$ cat config.mk
export PLATFORM = sky130hd
export DESIGN_NAME = instr_fetch_decode
export DESIGN_NICKNAME = d
export VERILOG_FILES = /design/src/rtl/cpu_pkg.sv /design/src/rtl/cpu_opcode_decoder.sv /design/src/rtl/instr_fetch_decode.sv
export SDC_FILE = /design/constraint.sdc
export NUM_CORES = 1
export LEC_CHECK = 0
export CELL_PAD_IN_SITES_DETAIL_PLACEMENT = 0
export CELL_PAD_IN_SITES_GLOBAL_PLACEMENT = 1
export CORE_MARGIN = 2
export CORE_UTILIZATION = 31
export CTS_CLUSTER_DIAMETER = 50
export DETAILED_ROUTE_END_ITERATION = 10
export HOLD_SLACK_MARGIN = 0.12
export PLACE_DENSITY = 0.85
export SLEW_MARGIN = 20
export SYNTH_ARGS = -nofsm -noshare
export SYNTH_HDL_FRONTEND = slang
export SYNTH_SLANG_ARGS = --single-unit
$ cat constraint.sdc
create_clock -name clk -period 1.3 [get_ports clk]
set_input_delay 0.26 -clock clk [delete_from_list [all_inputs] [get_ports clk]]
set_output_delay 0.26 -clock clk [all_outputs]
set_load 0.05 [all_outputs]
$ cat src/rtl/cpu_pkg.sv
// ---------------------------------------------------------------------------
// cpu_pkg
// Shared types and field bounds for the micro CPU front end.
//   Operation     : decoded operation, 4 bits, LOAD is the reset value.
//   DecodedInstr  : result of decoding one 8-bit opcode.
//   Field bounds  : where the opcode and operand live in a program word.
// ---------------------------------------------------------------------------
package cpu_pkg;

    localparam int PM_DATA_WIDTH = 16;

    localparam int OPCODE_MSB  = 15;
    localparam int OPCODE_LSB  = 8;
    localparam int OPERAND_MSB = 7;
    localparam int OPERAND_LSB = 0;

    // Opcode[7:6] classes
    localparam logic [1:0] OPTYPE_MEM   = 2'd0;
    localparam logic [1:0] OPTYPE_ARITH = 2'd1;
    localparam logic [1:0] OPTYPE_LOGIC = 2'd2;
    localparam logic [1:0] OPTYPE_JUMP  = 2'd3;

    typedef enum logic [3:0] {
        Operation_LOAD  = 4'd0,
        Operation_STORE = 4'd1,
        Operation_ADD   = 4'd2,
        Operation_SUB   = 4'd3,
        Operation_NOR   = 4'd4,
        Operation_NAND  = 4'd5,
        Operation_XOR   = 4'd6,
        Operation_XNOR  = 4'd7,
        Operation_JUMP  = 4'd8,
        Operation_JZ    = 4'd9,
        Operation_JC    = 4'd10,
        Operation_JN    = 4'd11
    } Operation;

    typedef struct packed {
        Operation   op;
        logic [1:0] op_type;
        logic       imm;
        logic       carry;
        logic       illegal;
    } DecodedInstr;

endpackage

$ cat src/rtl/cpu_opcode_decoder.sv
// ---------------------------------------------------------------------------
// cpu_opcode_decoder
// Purely combinational decode of one 8-bit opcode.
//   i_opcode  : opcode field of the program word
//   o_decoded : operation, op type, immediate/carry flags, illegal flag
// Any set bit in a field that must be zero for its class marks the opcode
// illegal; the other decoded fields are then don't-care.
// ---------------------------------------------------------------------------
module cpu_opcode_decoder
    import cpu_pkg::*;
(
    input  logic [7:0]  i_opcode,
    output DecodedInstr o_decoded
);

    // Decode by class in opcode[7:6]; every field gets a default so the
    // block stays latch-free.
    always_comb begin
        o_decoded         = '0;
        o_decoded.op      = Operation_LOAD;
        o_decoded.op_type = i_opcode[7:6];
        case (i_opcode[7:6])
            OPTYPE_MEM: begin
                o_decoded.op      = i_opcode[0] ? Operation_STORE : Operation_LOAD;
                o_decoded.imm     = i_opcode[1];
                o_decoded.illegal = |i_opcode[5:2];
            end
            OPTYPE_ARITH: begin
                o_decoded.op      = i_opcode[0] ? Operation_SUB : Operation_ADD;
                o_decoded.carry   = i_opcode[1];
                o_decoded.imm     = i_opcode[2];
                o_decoded.illegal = |i_opcode[5:3];
            end
            OPTYPE_LOGIC: begin
                case (i_opcode[1:0])
                    2'd0:    o_decoded.op = Operation_NOR;
                    2'd1:    o_decoded.op = Operation_NAND;
                    2'd2:    o_decoded.op = Operation_XOR;
                    default: o_decoded.op = Operation_XNOR;
                endcase
                o_decoded.imm     = i_opcode[2];
                o_decoded.illegal = |i_opcode[5:3];
            end
            default: begin
                case (i_opcode[1:0])
                    2'd0:    o_decoded.op = Operation_JUMP;
                    2'd1:    o_decoded.op = Operation_JZ;
                    2'd2:    o_decoded.op = Operation_JC;
                    default: o_decoded.op = Operation_JN;
                endcase
                o_decoded.illegal = |i_opcode[5:2];
            end
        endcase
    end

endmodule

$ cat src/rtl/instr_fetch_decode.sv
// ---------------------------------------------------------------------------
// instr_fetch_decode
// Front end of the micro CPU: fetches program words, decodes them and hands
// one decoded instruction at a time to execute over valid/ready. Owns the PC
// and takes jump redirects from execute. An illegal opcode halts the stage
// until reset.
//   clk, reset_n        : clock, asynchronous active-low reset
//   pm_rd_en, pm_addr   : program-memory read request (data next cycle)
//   pm_rdata            : program word, [15:8] opcode, [7:0] operand
//   redirect_valid/_pc  : one-cycle jump-taken pulse and its target
//   dec_valid/dec_ready : handshake to execute
//   dec_op .. dec_pc    : decoded instruction, held stable while presented
//   illegal             : high while halted on an illegal opcode
// ---------------------------------------------------------------------------
module instr_fetch_decode
    import cpu_pkg::*;
#(
    parameter int                  PC_WIDTH = 8,
    parameter logic [PC_WIDTH-1:0] RESET_PC = '0
)
(
    input  logic                     clk,
    input  logic                     reset_n,
    output logic                     pm_rd_en,
    output logic [PC_WIDTH-1:0]      pm_addr,
    input  logic [PM_DATA_WIDTH-1:0] pm_rdata,
    input  logic                     redirect_valid,
    input  logic [PC_WIDTH-1:0]      redirect_pc,
    output logic                     dec_valid,
    input  logic                     dec_ready,
    output logic [3:0]               dec_op,
    output logic [1:0]               dec_op_type,
    output logic                     dec_imm,
    output logic                     dec_carry,
    output logic [7:0]               dec_operand,
    output logic [PC_WIDTH-1:0]      dec_pc,
    output logic                     illegal
);

    typedef enum logic [1:0] {FETCH, WAIT, HOLD, HALT} FsmState;

    localparam logic [PC_WIDTH-1:0] PC_ONE = {{(PC_WIDTH-1){1'b0}}, 1'b1};

    FsmState             r_state;
    FsmState             w_nextState;
    logic [PC_WIDTH-1:0] r_pc;
    logic [PC_WIDTH-1:0] w_pcNext;
    logic                r_decValid;
    logic                w_validNext;
    logic                w_load;
    DecodedInstr         w_decoded;

    Operation            r_decOp;
    logic [1:0]          r_decOpType;
    logic                r_decImm;
    logic                r_decCarry;
    logic [7:0]          r_decOperand;
    logic [PC_WIDTH-1:0] r_decPc;

    cpu_opcode_decoder u_decoder (
        .i_opcode  (pm_rdata[OPCODE_MSB:OPCODE_LSB]),
        .o_decoded (w_decoded)
    );

    // Next-state, PC and read-strobe logic. A redirect overrides everything
    // outside HALT; in HOLD it still lets a coincident accept complete but
    // suppresses the follow-on read, since that address is now stale.
    always_comb begin
        w_nextState = r_state;
        w_pcNext    = r_pc;
        w_validNext = r_decValid;
        w_load      = 1'b0;
        pm_rd_en    = 1'b0;
        case (r_state)
            FETCH: begin
                pm_rd_en = 1'b1;
                if (redirect_valid) begin
                    w_pcNext = redirect_pc;
                end else begin
                    w_nextState = WAIT;
                end
            end
            WAIT: begin
                if (redirect_valid) begin
                    w_pcNext    = redirect_pc;
                    w_nextState = FETCH;
                end else if (w_decoded.illegal) begin
                    w_nextState = HALT;
                end else begin
                    w_load      = 1'b1;
                    w_validNext = 1'b1;
                    w_pcNext    = r_pc + PC_ONE;
                    w_nextState = HOLD;
                end
            end
            HOLD: begin
                if (redirect_valid) begin
                    w_pcNext    = redirect_pc;
                    w_validNext = 1'b0;
                    w_nextState = FETCH;
                end else if (dec_ready) begin
                    w_validNext = 1'b0;
                    pm_rd_en    = 1'b1;
                    w_nextState = WAIT;
                end
            end
            default: begin
                w_nextState = HALT;
            end
        endcase
    end

    // State, PC and valid flag; reset drops any read in flight by simply
    // returning to FETCH.
    always_ff @(posedge clk or negedge reset_n) begin
        if (!reset_n) begin
            r_state    <= FETCH;
            r_pc       <= RESET_PC;
            r_decValid <= 1'b0;
        end else begin
            r_state    <= w_nextState;
            r_pc       <= w_pcNext;
            r_decValid <= w_validNext;
        end
    end

    // Decoded-instruction register: only loaded when a legal word is
    // accepted out of WAIT, so the outputs move only as dec_valid rises.
    always_ff @(posedge clk or negedge reset_n) begin
        if (!reset_n) begin
            r_decOp      <= Operation_LOAD;
            r_decOpType  <= '0;
            r_decImm     <= 1'b0;
            r_decCarry   <= 1'b0;
            r_decOperand <= '0;
            r_decPc      <= '0;
        end else if (w_load) begin
            r_decOp      <= w_decoded.op;
            r_decOpType  <= w_decoded.op_type;
            r_decImm     <= w_decoded.imm;
            r_decCarry   <= w_decoded.carry;
            r_decOperand <= pm_rdata[OPERAND_MSB:OPERAND_LSB];
            r_decPc      <= r_pc;
        end
    end

    assign pm_addr     = r_pc;
    assign dec_valid   = r_decValid;
    assign dec_op      = r_decOp;
    assign dec_op_type = r_decOpType;
    assign dec_imm     = r_decImm;
    assign dec_carry   = r_decCarry;
    assign dec_operand = r_decOperand;
    assign dec_pc      = r_decPc;
    assign illegal     = (r_state == HALT);

endmodule

==> summary.txt <==
Finish
  • Antenna cells: 0
  • Nets: between 200 and 300
  • Most common cell after layout, fill and taps aside: buf_12
  • Area Overhead vs Synth: 93.2%
  • Finished Cell Area: about 3400 µm²
  • Finished Core Util: roughly 61%
  • Most frequent cells in the layout: 36 x buf_12, 29 x dfrtp_1, 26 x buf_4
  • Share of layout cells above drive strength 1: a little under three fifths

Drt
  • WL/cell: approximately 14 µm
  • Drt pass-1 iters: 4
  • Wire length on met3: approximately 220 µm
  • Vias/cell: about 4.7
  • DR vias: between 1,000 and 1,500
  • Highest routing layer actually used: met4
  • Detail Route Antenna Nets: 0
  • DR iter-0 viols: 32
  • WL final: approximately 4600 µm
  • DRC errors left: 0
  • Met1 wire length: around 2000 µm
  • WL met2: between 2000 and 2500 µm

Global routing
  • First-pass GRT wire length: 7600 µm
  • GRT Total Usage: ~16%
  • Initial antenna violation count: 0
  • Vias in the first global route: roughly 1,600
  • GRT overflow: 0
  • Largest net degree at the start of global routing: 21

Logic synthesis
  • Synth cell types: 33
  • Sequential area share after synthesis: between 50 and 60%
  • Post-Syn Instances: roughly 140
  • Cells taking the most area after synthesis: dfrtp_1 50%, mux2_4 15%, ha_1 3.6%
  • Yosys warns: 0
  • Netlist Area Pre-Place: ~1700 µm²
  • Area share of the leading cell type in the synthesized netlist: 50.4%
  • Average cell area after synthesis: between 10 and 15 µm²
  • Ys async rst share: 100%
  • Synthesized net count: 177
  • Synthesized flop and latch total: 35
  • Synth Flop Type: dfrtp_1
  • Cell taking the most area after synthesis: dfrtp_1
  • EDFF count, synth: 0

CTS
  • Root Buffer: clkbuf_8
  • CTS tree: built
  • TritonCTS Sinks: 35
  • Clk buf depth: 2
  • Clk pin slew, worst setup/hold paths: around 70 ps
  • H-Tree Depth: 2
  • Clk_lat worst skew: approximately 280 ps
  • TritonCTS buffer count: 5

Pwr
  • Cell Pwr Density: 2540 nW/µm²
  • VDD IR max: approximately 1.7 mV
  • Leakage: 1.55 nW

STA
  • Worst relative slew slack: roughly three quarters
  • Worst-margin pin slew: 405 ps
  • Period utilization: 108%
  • Unrepaired setup endpoints after global routing: yes
  • Final Hold Fails: 0
  • Slew Limit Fails: 0
  • Fmax: 709 MHz
  • Min Tclk post-route: between 1000 and 1500 ps
  • Clock Skews: roughly 9.5 ps
  • Setup ws final: -110 ps
  • Final setup vio count: 29

Worst setup path
  • CP Class: in -> out
  • R2R Setup Slk: -90 ps
  • Reg-to-reg startpoint: r_state[0]$_DFFE_PN0P_
  • Setup crit start kind: primary input
  • Data arrival time of the worst path: between 1000 and 1500 ps
  • FF-to-FF End: dec_pc[3]$_DFFE_PN0P_
  • Crit path max fanout: 4
  • Worst R2R Path Depth: 4
  • Crit path from: redirect_valid
  • CP required: 1040 ps
  • Last element of the critical path: pm_rd_en
  • Setup crit end kind: output port

Worst hold path
  • HP Class: in -> reg
  • Hold path start: pm_rdata[15]

Placement
  • RD Place Congestion: roughly 0.83
  • Dpl cell area: 3050 µm²
  • Port bufs: 62
  • Final HPWL DP: roughly 3500 µm

Run
  • Max-Cap Viols: 0

Die
  • Core ar.: roughly 5500 µm²
  • IO Pins: 63
  • Die area: about 6200 µm²
  • Placement Rows: 27
  • Starting Density: between 30% and 40%
  • Die X: between 70 and 80 µm
  • Die Y: 78.8 µm

Outcome
  • Failing checks: negative setup slack
  • Status: finished, violations left
[state kept, by name, summed over array words and instances (netlist names)]
signal       cells
dec_imm          1
dec_operand      8
pm_addr          8
dec_pc           8
r_state          2
dec_op_type      2
dec_valid        1
dec_carry        1
dec_op           4
[through the flow]
step                setup slack (ps)  std cells  hold slack [ps]  setup TNS [ps]  power, mW
global placement                -790        303              216          -25420       7.30
detailed placement              -812        303              213          -25990       7.38
CTS                             -129        317              361           -2660       8.40
finish                          -110        317              364           -1970       8.53
global route                    -156        317              359           -3750       8.91
floorplan                      -69.0        144            -35.6           -1240       4.55
[synthesized netlist by cell type (2+ instances only)]
cell and count:
a2bb2oi_1 6, inv_1 5, ha_1 5, nand4_1 3
o31ai_1 2, nor2_1 4, nand2_1 14, nand3_1 4
buf_6 2, a21oi_1 8, buf_2 3, nand2b_1 3
o21ai_0 12, o22ai_1 3, mux2_4 17, dfrtp_1 35
mux2i_1 2
[worst min-delay path by stage]
stage / end / slack (ps) / cells after the start
3_5_place_dp: dec_pc[3]$_DFFE_PN0P_ / 210 / 1
6_report: dec_op_type[1]$_DFFE_PN0P_ / 360 / 4
4_1_cts: dec_op_type[1]$_DFFE_PN0P_ / 360 / 4
2_1_floorplan: dec_carry$_DFFE_PN0P_ / -40 / 0
5_1_grt: dec_op_type[1]$_DFFE_PN0P_ / 360 / 4
3_3_place_gp: dec_op[1]$_DFFE_PN0P_ / 220 / 1
[cell type report]
cell class                      instances  area (µm²)
Inverter                                5        38.8
Multi-Input combinational cell         97         933
Timing Repair Buffer                  100        1310
Clock inverter                          1        7.51
Clock buffer                            7        96.3
Sequential cell                        35         883
Tap cell                               72        90.1
Fill cell                             419        2120
[timing repair]
item	4_1_cts	5_1_grt
hold buffers	1	0
pin swaps	6	2
gates cloned	2	0
hold endpoints to repair	14	0
gates resized for setup	34	24
setup endpoints to repair	36	37
buffers inserted	3	0
[report_power, final]
part	internal (mW)	switching, mW
Combinational	2.85	2.66
Sequential	1.57	0.577
Clock	0.482	0.387
[routing by layer]
metal	vias to the layer above	track usage [%]
li1	718	-
met1	716	20.3
met2	42	26.3
met3	6	3.98
met4	0	4.83
met5	-	0
[worst max-delay path: stages]
cell and delay, ps:
dlygate4sd2_1 270, buf_4 170, nand2b_4 150, a21oi_4 160, buf_12 150
[logic make-up after synthesis]
logic type                 synth area share (%)
AOI/OAI and AO/OA                          14.0
and+or+nand+nor                            11.7
DFF                                        50.4
muxes                                      16.5
buffers and inverters                      3.75
adders and majority gates                  3.60
(Power assumes the default switching activity.)
